**src/rtl/icache_axi_rd_bridge_pkg.sv**
```systemverilog
// Shared AXI read constants and bridge FSM encoding for the I-cache miss bridge.
package icache_axi_rd_bridge_pkg;

    localparam logic [1:0] BURST_INCR  = 2'b01;
    localparam logic [2:0] SIZE_4B     = 3'b010;
    localparam logic [1:0] RESP_OKAY   = 2'b00;
    localparam logic [1:0] RESP_SLVERR = 2'b10;
    localparam logic [1:0] RESP_DECERR = 2'b11;

    typedef enum logic [1:0] {
        ST_IDLE,
        ST_ADDR,
        ST_DATA,
        ST_RET
    } state_t;

    function automatic logic resp_is_err(input logic [1:0] resp);
        return (resp == RESP_SLVERR) || (resp == RESP_DECERR);
    endfunction

endpackage

```
**src/rtl/icache_axi_rd_bridge.sv**
```systemverilog
// Turns one I-cache line refill or uncached word read into a single AXI4 read
// burst and returns the result as one wide ret_data pulse.
module icache_axi_rd_bridge
    import icache_axi_rd_bridge_pkg::*;
#(
    parameter int LINE_WORD_NUM = 4,
    parameter int ID_WIDTH      = 4,
    parameter int ARID_VAL      = 0
) (
    input  logic                        clk_g,
    input  logic                        rst,
    input  logic                        rd_req,
    input  logic                        rd_uncache,
    input  logic [31:0]                 rd_addr,
    output logic                        rd_rdy,
    output logic                        ret_valid,
    output logic [32*LINE_WORD_NUM-1:0] ret_data,
    output logic                        ret_err,
    output logic [ID_WIDTH-1:0]         arid,
    output logic [31:0]                 araddr,
    output logic [7:0]                  arlen,
    output logic [2:0]                  arsize,
    output logic [1:0]                  arburst,
    output logic                        arvalid,
    input  logic                        arready,
    input  logic [ID_WIDTH-1:0]         rid,
    input  logic [31:0]                 rdata,
    input  logic [1:0]                  rresp,
    input  logic                        rlast,
    input  logic                        rvalid,
    output logic                        rready
);

    localparam int OFF_W = $clog2(4 * LINE_WORD_NUM);
    localparam int CNT_W = (LINE_WORD_NUM > 1) ? $clog2(LINE_WORD_NUM) : 1;
    localparam logic [CNT_W-1:0] LAST_IDX = CNT_W'(LINE_WORD_NUM - 1);

    state_t state_q, state_d;

    logic                               uncache_q;
    logic                               arvalid_q;
    logic [31:0]                        araddr_q;
    logic [7:0]                         arlen_q;
    logic [2:0]                         arsize_q;
    logic [1:0]                         arburst_q;
    logic [CNT_W-1:0]                   cnt_q;
    logic [LINE_WORD_NUM-1:0][31:0]     line_q;
    logic                               err_q;

    logic accept;
    logic beat;
    logic unused_ok;

    always_ff @(posedge clk_g) begin
        if (rst) begin
            state_q <= ST_IDLE;
        end else begin
            state_q <= state_d;
        end
    end

    // Completion follows rlast alone, so short or over-long bursts still terminate.
    always_comb begin
        state_d = state_q;
        unique case (state_q)
            ST_IDLE: if (rd_req)           state_d = ST_ADDR;
            ST_ADDR: if (arready)          state_d = ST_DATA;
            ST_DATA: if (rvalid && rlast)  state_d = ST_RET;
            ST_RET:                        state_d = ST_IDLE;
            default:                       state_d = ST_IDLE;
        endcase
    end

    always_comb begin
        rd_rdy    = (state_q == ST_IDLE);
        rready    = (state_q == ST_DATA);
        ret_valid = (state_q == ST_RET);
    end

    assign accept = rd_rdy && rd_req;
    assign beat   = rready && rvalid;

    always_ff @(posedge clk_g) begin
        if (rst) begin
            uncache_q <= 1'b0;
            arvalid_q <= 1'b0;
            araddr_q  <= '0;
            arlen_q   <= '0;
            arsize_q  <= '0;
            arburst_q <= '0;
            cnt_q     <= '0;
            line_q    <= '0;
            err_q     <= 1'b0;
        end else begin
            if (accept) begin
                uncache_q <= rd_uncache;
                arvalid_q <= 1'b1;
                arsize_q  <= SIZE_4B;
                arburst_q <= BURST_INCR;
                cnt_q     <= '0;
                line_q    <= '0;
                err_q     <= 1'b0;
                if (rd_uncache) begin
                    araddr_q <= {rd_addr[31:2], 2'b00};
                    arlen_q  <= '0;
                end else begin
                    araddr_q <= {rd_addr[31:OFF_W], OFF_W'(0)};
                    arlen_q  <= 8'(LINE_WORD_NUM - 1);
                end
            end else if (arvalid_q && arready) begin
                arvalid_q <= 1'b0;
            end

            // Uncached word lands in the top slot; cached beats past the line end overwrite it.
            if (beat) begin
                if (uncache_q) begin
                    line_q[LAST_IDX] <= rdata;
                end else begin
                    line_q[cnt_q] <= rdata;
                    if (cnt_q != LAST_IDX) begin
                        cnt_q <= cnt_q + CNT_W'(1);
                    end
                end
                if (resp_is_err(rresp)) begin
                    err_q <= 1'b1;
                end
            end
        end
    end

    assign arid     = ID_WIDTH'(ARID_VAL);
    assign araddr   = araddr_q;
    assign arlen    = arlen_q;
    assign arsize   = arsize_q;
    assign arburst  = arburst_q;
    assign arvalid  = arvalid_q;
    assign ret_data = line_q;
    assign ret_err  = err_q;

    assign unused_ok = ^{rid, rd_addr[1:0]};

endmodule

```
**config.mk**
```make
export PLATFORM = sky130hd
export DESIGN_NAME = icache_axi_rd_bridge
export DESIGN_NICKNAME = d
export VERILOG_FILES = /design/src/rtl/icache_axi_rd_bridge_pkg.sv /design/src/rtl/icache_axi_rd_bridge.sv
export SDC_FILE = /design/constraint.sdc
export NUM_CORES = 1
export LEC_CHECK = 0
export BUFFER_PORTS_ARGS = -buffer_cell sky130_fd_sc_hd__buf_2
export CELL_PAD_IN_SITES_DETAIL_PLACEMENT = 1
export CELL_PAD_IN_SITES_GLOBAL_PLACEMENT = 2
export CORE_ASPECT_RATIO = 1.2
export CORE_MARGIN = 3
export CORE_UTILIZATION = 24
export DETAILED_ROUTE_END_ITERATION = 16
export GPL_ROUTABILITY_DRIVEN = 1
export PLACE_DENSITY = 0.74
export REMOVE_ABC_BUFFERS = 1
export SYNTH_ARGS = -nofsm -noshare
export SYNTH_HDL_FRONTEND = slang
export SYNTH_SLANG_ARGS = --single-unit
```
**constraint.sdc**
```tcl
create_clock -name clk_g -period 1.32 [get_ports clk_g]
set_input_delay 0.264 -clock clk_g [delete_from_list [all_inputs] [get_ports clk_g]]
set_output_delay 0.264 -clock clk_g [all_outputs]
set_load 0.02 [all_outputs]
```
Word level (Yosys, flattened, before mapping):

Index checks and enable logic that the tools add are counted.

* register bits: 176
* bits in latches: 0
* memory bits (writable): 0
* bits in read-only memories: 0
* input bits: 77
* output and inout port bits: 182
* word-level logic and storage cells: 56
* memories kept: 0

* add/sub/neg operators: 1
* $mul: 0
* div/mod/pow operators: 0
* magnitude comparators: 2
* equal/unequal tests: 9
* shift operators: 0
* muxes and demuxes: 23
* bitwise gates (word level): 0
* reductions and logical operators: 9

Operator list (number)
* $mux W128: 3
* $bwmux W128: 1
* $mux W96: 1
* $demux W32 S2: 1
* $mux W32: 2
* $mux W2: 8
* $eq A2 B2 Y1 const B: 4
* $pmux W2 S4: 1
* $ne A2 B2 Y1 const B: 3
* $logic_and A1 B1 Y1: 5
* $mux W1: 5
* $mux W4: 1
* $lt A2 B3 Y1 const B: 1
* $reduce_and A3 Y1: 1
* $add A2 B1 Y2 const B: 1
* $eq A2 B1 Y1 const B: 1
* $ge A2 B1 Y1 const B: 1
* $logic_not A2 Y1: 1
* $ne A2 B1 Y1 const B: 1
* $reduce_bool A2 Y1: 1
* $logic_or A1 B1 Y1: 1

Longest topological paths before layout:

* depth in word-level cells: 7
* mapped depth: 8
* depth with buffers taken out: 5

Worst setup path before layout:

Ideal clock, no wire load.

* kind: flip-flop to flip-flop
* start point: reg state_q[0]
* end point: reg line_q (netlist bit ret_data[71])
* data arrival time: 1514 ps
* required time: 1195 ps
* slack: -319 ps
* cell stages (with the launch flop): 9
* buffers on the path: 3
* clock period less this slack: 1639 ps
* cells stage by stage: dfxtp_1 -> inv_1 -> ha_1 -> buf_4 -> nand4b_1 -> buf_4 -> buf_4 -> nand3_1 -> o21ai_0

* elaborated cells on any way between the ends: 9

RTL lines
* start: declaration: RTL line icache_axi_rd_bridge.sv:38 `state_t state_q, state_d;`
* start signal: assignment: RTL line icache_axi_rd_bridge.sv:58 `state_q <= state_d;`
* $eq A2 B2 Y1: RTL line icache_axi_rd_bridge.sv:76 `rready = (state_q == ST_DATA);`
* via rready: RTL line icache_axi_rd_bridge.sv:31 `output logic rready`
* $logic_and A1 B1 Y1: RTL line icache_axi_rd_bridge.sv:81 `assign beat = rready && rvalid;`
* $mux W128: RTL line icache_axi_rd_bridge.sv:115 `if (beat) begin`
* end signal: indexed assignment: RTL line icache_axi_rd_bridge.sv:117 `line_q[LAST_IDX] <= rdata;`
* end signal: indexed assignment: RTL line icache_axi_rd_bridge.sv:119 `line_q[cnt_q] <= rdata;`
* end: declaration: RTL line icache_axi_rd_bridge.sv:47 `logic [LINE_WORD_NUM-1:0][31:0] line_q;`

The timed path passes the listed nets, and every way through them passes these cells. The select of a mux whose other input is x is not followed.
A chain may end at the register's enable or synchronous reset.

Final worst setup path:

* start point: reg state_q[0]
* end point: reg line_q (netlist bit ret_data[35])

* word-level cells in the longest chain between the ends: 7
* elaborated cells on any way between the ends: 9

Ends and longest elaborated chain
* $logic_not A2 Y1: RTL line icache_axi_rd_bridge.sv:75 `rd_rdy = (state_q == ST_IDLE);`
* $logic_and A1 B1 Y1: RTL line icache_axi_rd_bridge.sv:80 `assign accept = rd_rdy && rd_req;`
* $mux W128: RTL line icache_axi_rd_bridge.sv:95 `if (accept) begin`
* $mux W128: RTL line icache_axi_rd_bridge.sv:84 `if (rst) begin`
* $bwmux W128: RTL line icache_axi_rd_bridge.sv:119
* $mux W96: RTL line icache_axi_rd_bridge.sv:116 `if (uncache_q) begin`
* $mux W128 *: RTL line icache_axi_rd_bridge.sv:115

Every way passes the cells marked *; elsewhere a longest branch is shown, timed or not. The select of a mux whose other input is x is not followed.

==> results by group <==
STA
  • Final Hold Viols: 0
  • Worst setup margin: -0.330 ns
  • Max Clock Freq: 606 MHz
  • Max Slew Vio Count: 0
  • Period utilisation layout: 125%
  • Final min period: 1.65 ns
  • Max Clock Skew: 0.0139 ns
  • RSZ-0062 raised after global routing: true
  • Final setup viols: 170

Logic synthesis
  • Post-synth top area share: 53.0%
  • FFs w/ async S/R, synth: 0%
  • Post-synth top area cell: dfxtp_1
  • Top post-synthesis cells by count: dfxtp_1, nand3_1, nand2_1
  • Mapped Cells: 742
  • Yosys Warn Count: 0
  • Synthesis-stage register bit count: 167
  • Library cells used by synthesis: 30
  • Most numerous cell in the Yosys netlist: dfxtp_1
  • Post-synth top flop: dfxtp_1
  • Synthesized area: 0.00631 mm2
  • EDFF count, synth: 0
  • Avg Cell Area, Syn: 8.51 um2
  • Synth area leaders: dfxtp_1, nand3_1, a21oi_1, nand2_1, o21ai_0
  • Sequential fraction of the synthesis area: 53.0%

Setup path
  • CP arrival: 2.00 ns
  • Worst path bufs/invs: 5
  • Crit path top cell by count: buf_12
  • CP top delay family: buffers and inverters
  • Max incr delay on CP: 0.35 ns
  • Ordered list of cells on the worst path: inv_4 -> buf_6 -> ha_4 -> buf_12 -> nand2_8 -> buf_12 -> buf_16 -> nand3_1 -> a21oi_2
  • Crit. End Element: flip-flop
  • Startpoint Class: flip-flop
  • Critical path class: flip-flop to flip-flop
  • CP max stage cell: dfxtp_2
  • Critical Path Fanout Max: 11
  • Req. time, crit path: 1.67 ns

Clocking
  • Clock slew at reported path FFs: 0.08 ns
  • Later-pin clock latency in the skew report: 0.43 ns
  • Htree depth: 4
  • CTS tree: yes
  • Clock Path Buffers: 2
  • Num Clock Sinks: 167
  • CTS buffer count: 17
  • Root buf cell: clkbuf_16

Power and ir drop
  • Max IR drop VDD: 0.000794 V
  • Leakage: 4.65 nW
  • Power density over the cells: 1550 mW/mm2
  • Total design power: 17.3 mW

Layout
  • Nets@finish: 1123
  • Area grow syn2layout: 77.2%
  • Antenna cells: 0
  • Ratio of cells with drive above 1 in the final layout: 58.3%
  • Post-route design area: 0.0112 mm2
  • Fill count: 2898

Die
  • Core Footprint: 0.0257 mm2
  • Rows: 64
  • Die area: 0.0283 mm2
  • Top Ports: 259
  • Chip width: 154 um
  • Die Ht: 184 um
  • Starting density of the core: 24.6%

Routing
  • Routed len/inst: 21.9 um
  • Vias per inst: 4.79
  • Via count: 6616
  • DR pass1 iterations: 4
  • Detailed Route WL: 30.2 mm
  • Post-route DRC: 0
  • DRT iter0 DRCs: 276
  • Post-DRT Antenna Nets: 0

Placed design
  • I/O Buffers: 236
  • DP HPWL: 15.2 mm
  • Placed instance area: 0.00798 mm2
  • GPL Wtd Cong: 0.716
  • Place WS: -0.257 ns

Worst hold path
  • Tightest Hold Check Type: input pin to flip-flop

Outcome
  • Outcome: finished, violations left
  • Failing checks: setup timing

GRT
  • Total grt overflow: 0
  • Initial antenna violation count: 2
  • First-pass GRT wire length: 38.8 mm
  • GRT Overall Usage: 17.6%
  • Vias in the first global route: 6548
  • Largest net degree at the start of global routing: 62

Run
  • Max cap viols: 0
## worst paths after layout
kind	cells after the start	slack (ns)	end	from
setup / recovery	9	-0.33	ret_data[35]	state_q[0]
hold reg to reg	2	0.45	araddr[13]	araddr[13]
hold / removal	3	0.06	araddr[11]	rd_addr[11]
setup reg to reg	9	-0.33	ret_data[35]	state_q[0]
## what timing repair did
action,in CTS,in global routing
setup buffers,27,12
endpoints found under the setup margin,170,170
hold buffers,0,0
gates resized for setup,120,290
pin swaps,30,132
gates cloned,19,22
## layout by cell type (no fill, tap or decap), types with 11 or more instances in the layout
cell,Yosys,final
nand3_4,0,11
nand3_1,130,40
a21oi_2,0,67
nand2_4,0,22
buf_6,2,24
nand3_2,0,79
buf_12,0,35
nand2b_1,38,38
a21oi_1,97,29
clkbuf_16,0,30
conb_1,1,15
nand2_2,0,30
dfxtp_1,167,165
nand2_1,125,72
buf_16,0,15
o21ai_1,9,55
buf_2,29,230
buf_4,26,17
## routing by layer
layer	track usage (%)	up-vias	wire length, um
met2	30.9	218	15600
met5	0	-	21
met4	4.20	4	426
met3	4.52	32	1710
met1	21.7	3249	12400
li1	-	3113	-
## where the power goes
part | leakage, nW | internal, mW | switching [mW]
registers | 1.35 | 5.32 | 0.220
clock network | 0.271 | 2.66 | 2.28
logic | 3.02 | 3.37 | 3.44
total | 4.65 | 11.4 | 5.94
## flip-flops by register name (all words and copies together), names as in the netlist
| register | count |
|---|---|
| arvalid | 1 |
| ret_err | 1 |
| ret_data | 128 |
| araddr | 30 |
| uncache_q | 1 |
| arlen | 1 |
| arburst | 1 |
| state_q | 2 |
| cnt_q | 2 |
## worst reg2reg max path: cells and delay by family, from the launching register on
family / cells / cell delay, ns
DFF: 1 / 0.35
and+or+nand+nor: 2 / 0.22
AOI/OAI and AO/OA: 1 / 0.20
buffers and inverters: 5 / 0.61
adders and majority gates: 1 / 0.19
## metrics by stage
step                      TNS [ns]  util, %  hold WS [ns]  cells
after floorplan            -275.46        -         0.333    675
after global placement      -24.38     31.0         0.437   1275
after detailed placement    -29.79     31.0         0.447   1275
after global routing        -44.79     43.5        0.0480   1380
final                       -35.62     43.5        0.0637   1380
after CTS                   -31.64     37.7        0.0488   1353
## final cells by class
class / instances / area [um2] / area share (%)
Timing Repair Buffer: 343 / 3120 / 27.9
Multi-Input combinational cell: 503 / 3730 / 33.3
Clock buffer: 18 / 439 / 3.92
Inverter: 5 / 21.3 / 0.190
Clock inverter: 14 / 123 / 1.10
Sequential cell: 167 / 3350 / 29.9
Tap cell: 330 / 413 / 3.69
## kinds of logic (layout without fill, tap and decap cells)
family	count (synthesis)	after routing	synth area share, %
AO/OA/AOI/OAI	170	170	13.9
adder cells (fa/ha/maj)	9	9	1.78
AND/OR/NAND/NOR	308	308	23.7
buffers and inverters	86	380	7.47
flip-flops	167	167	53.0
other	1	15	0.0594
multiplexers	1	1	0.159
Power figures use the tool's default switching activity.
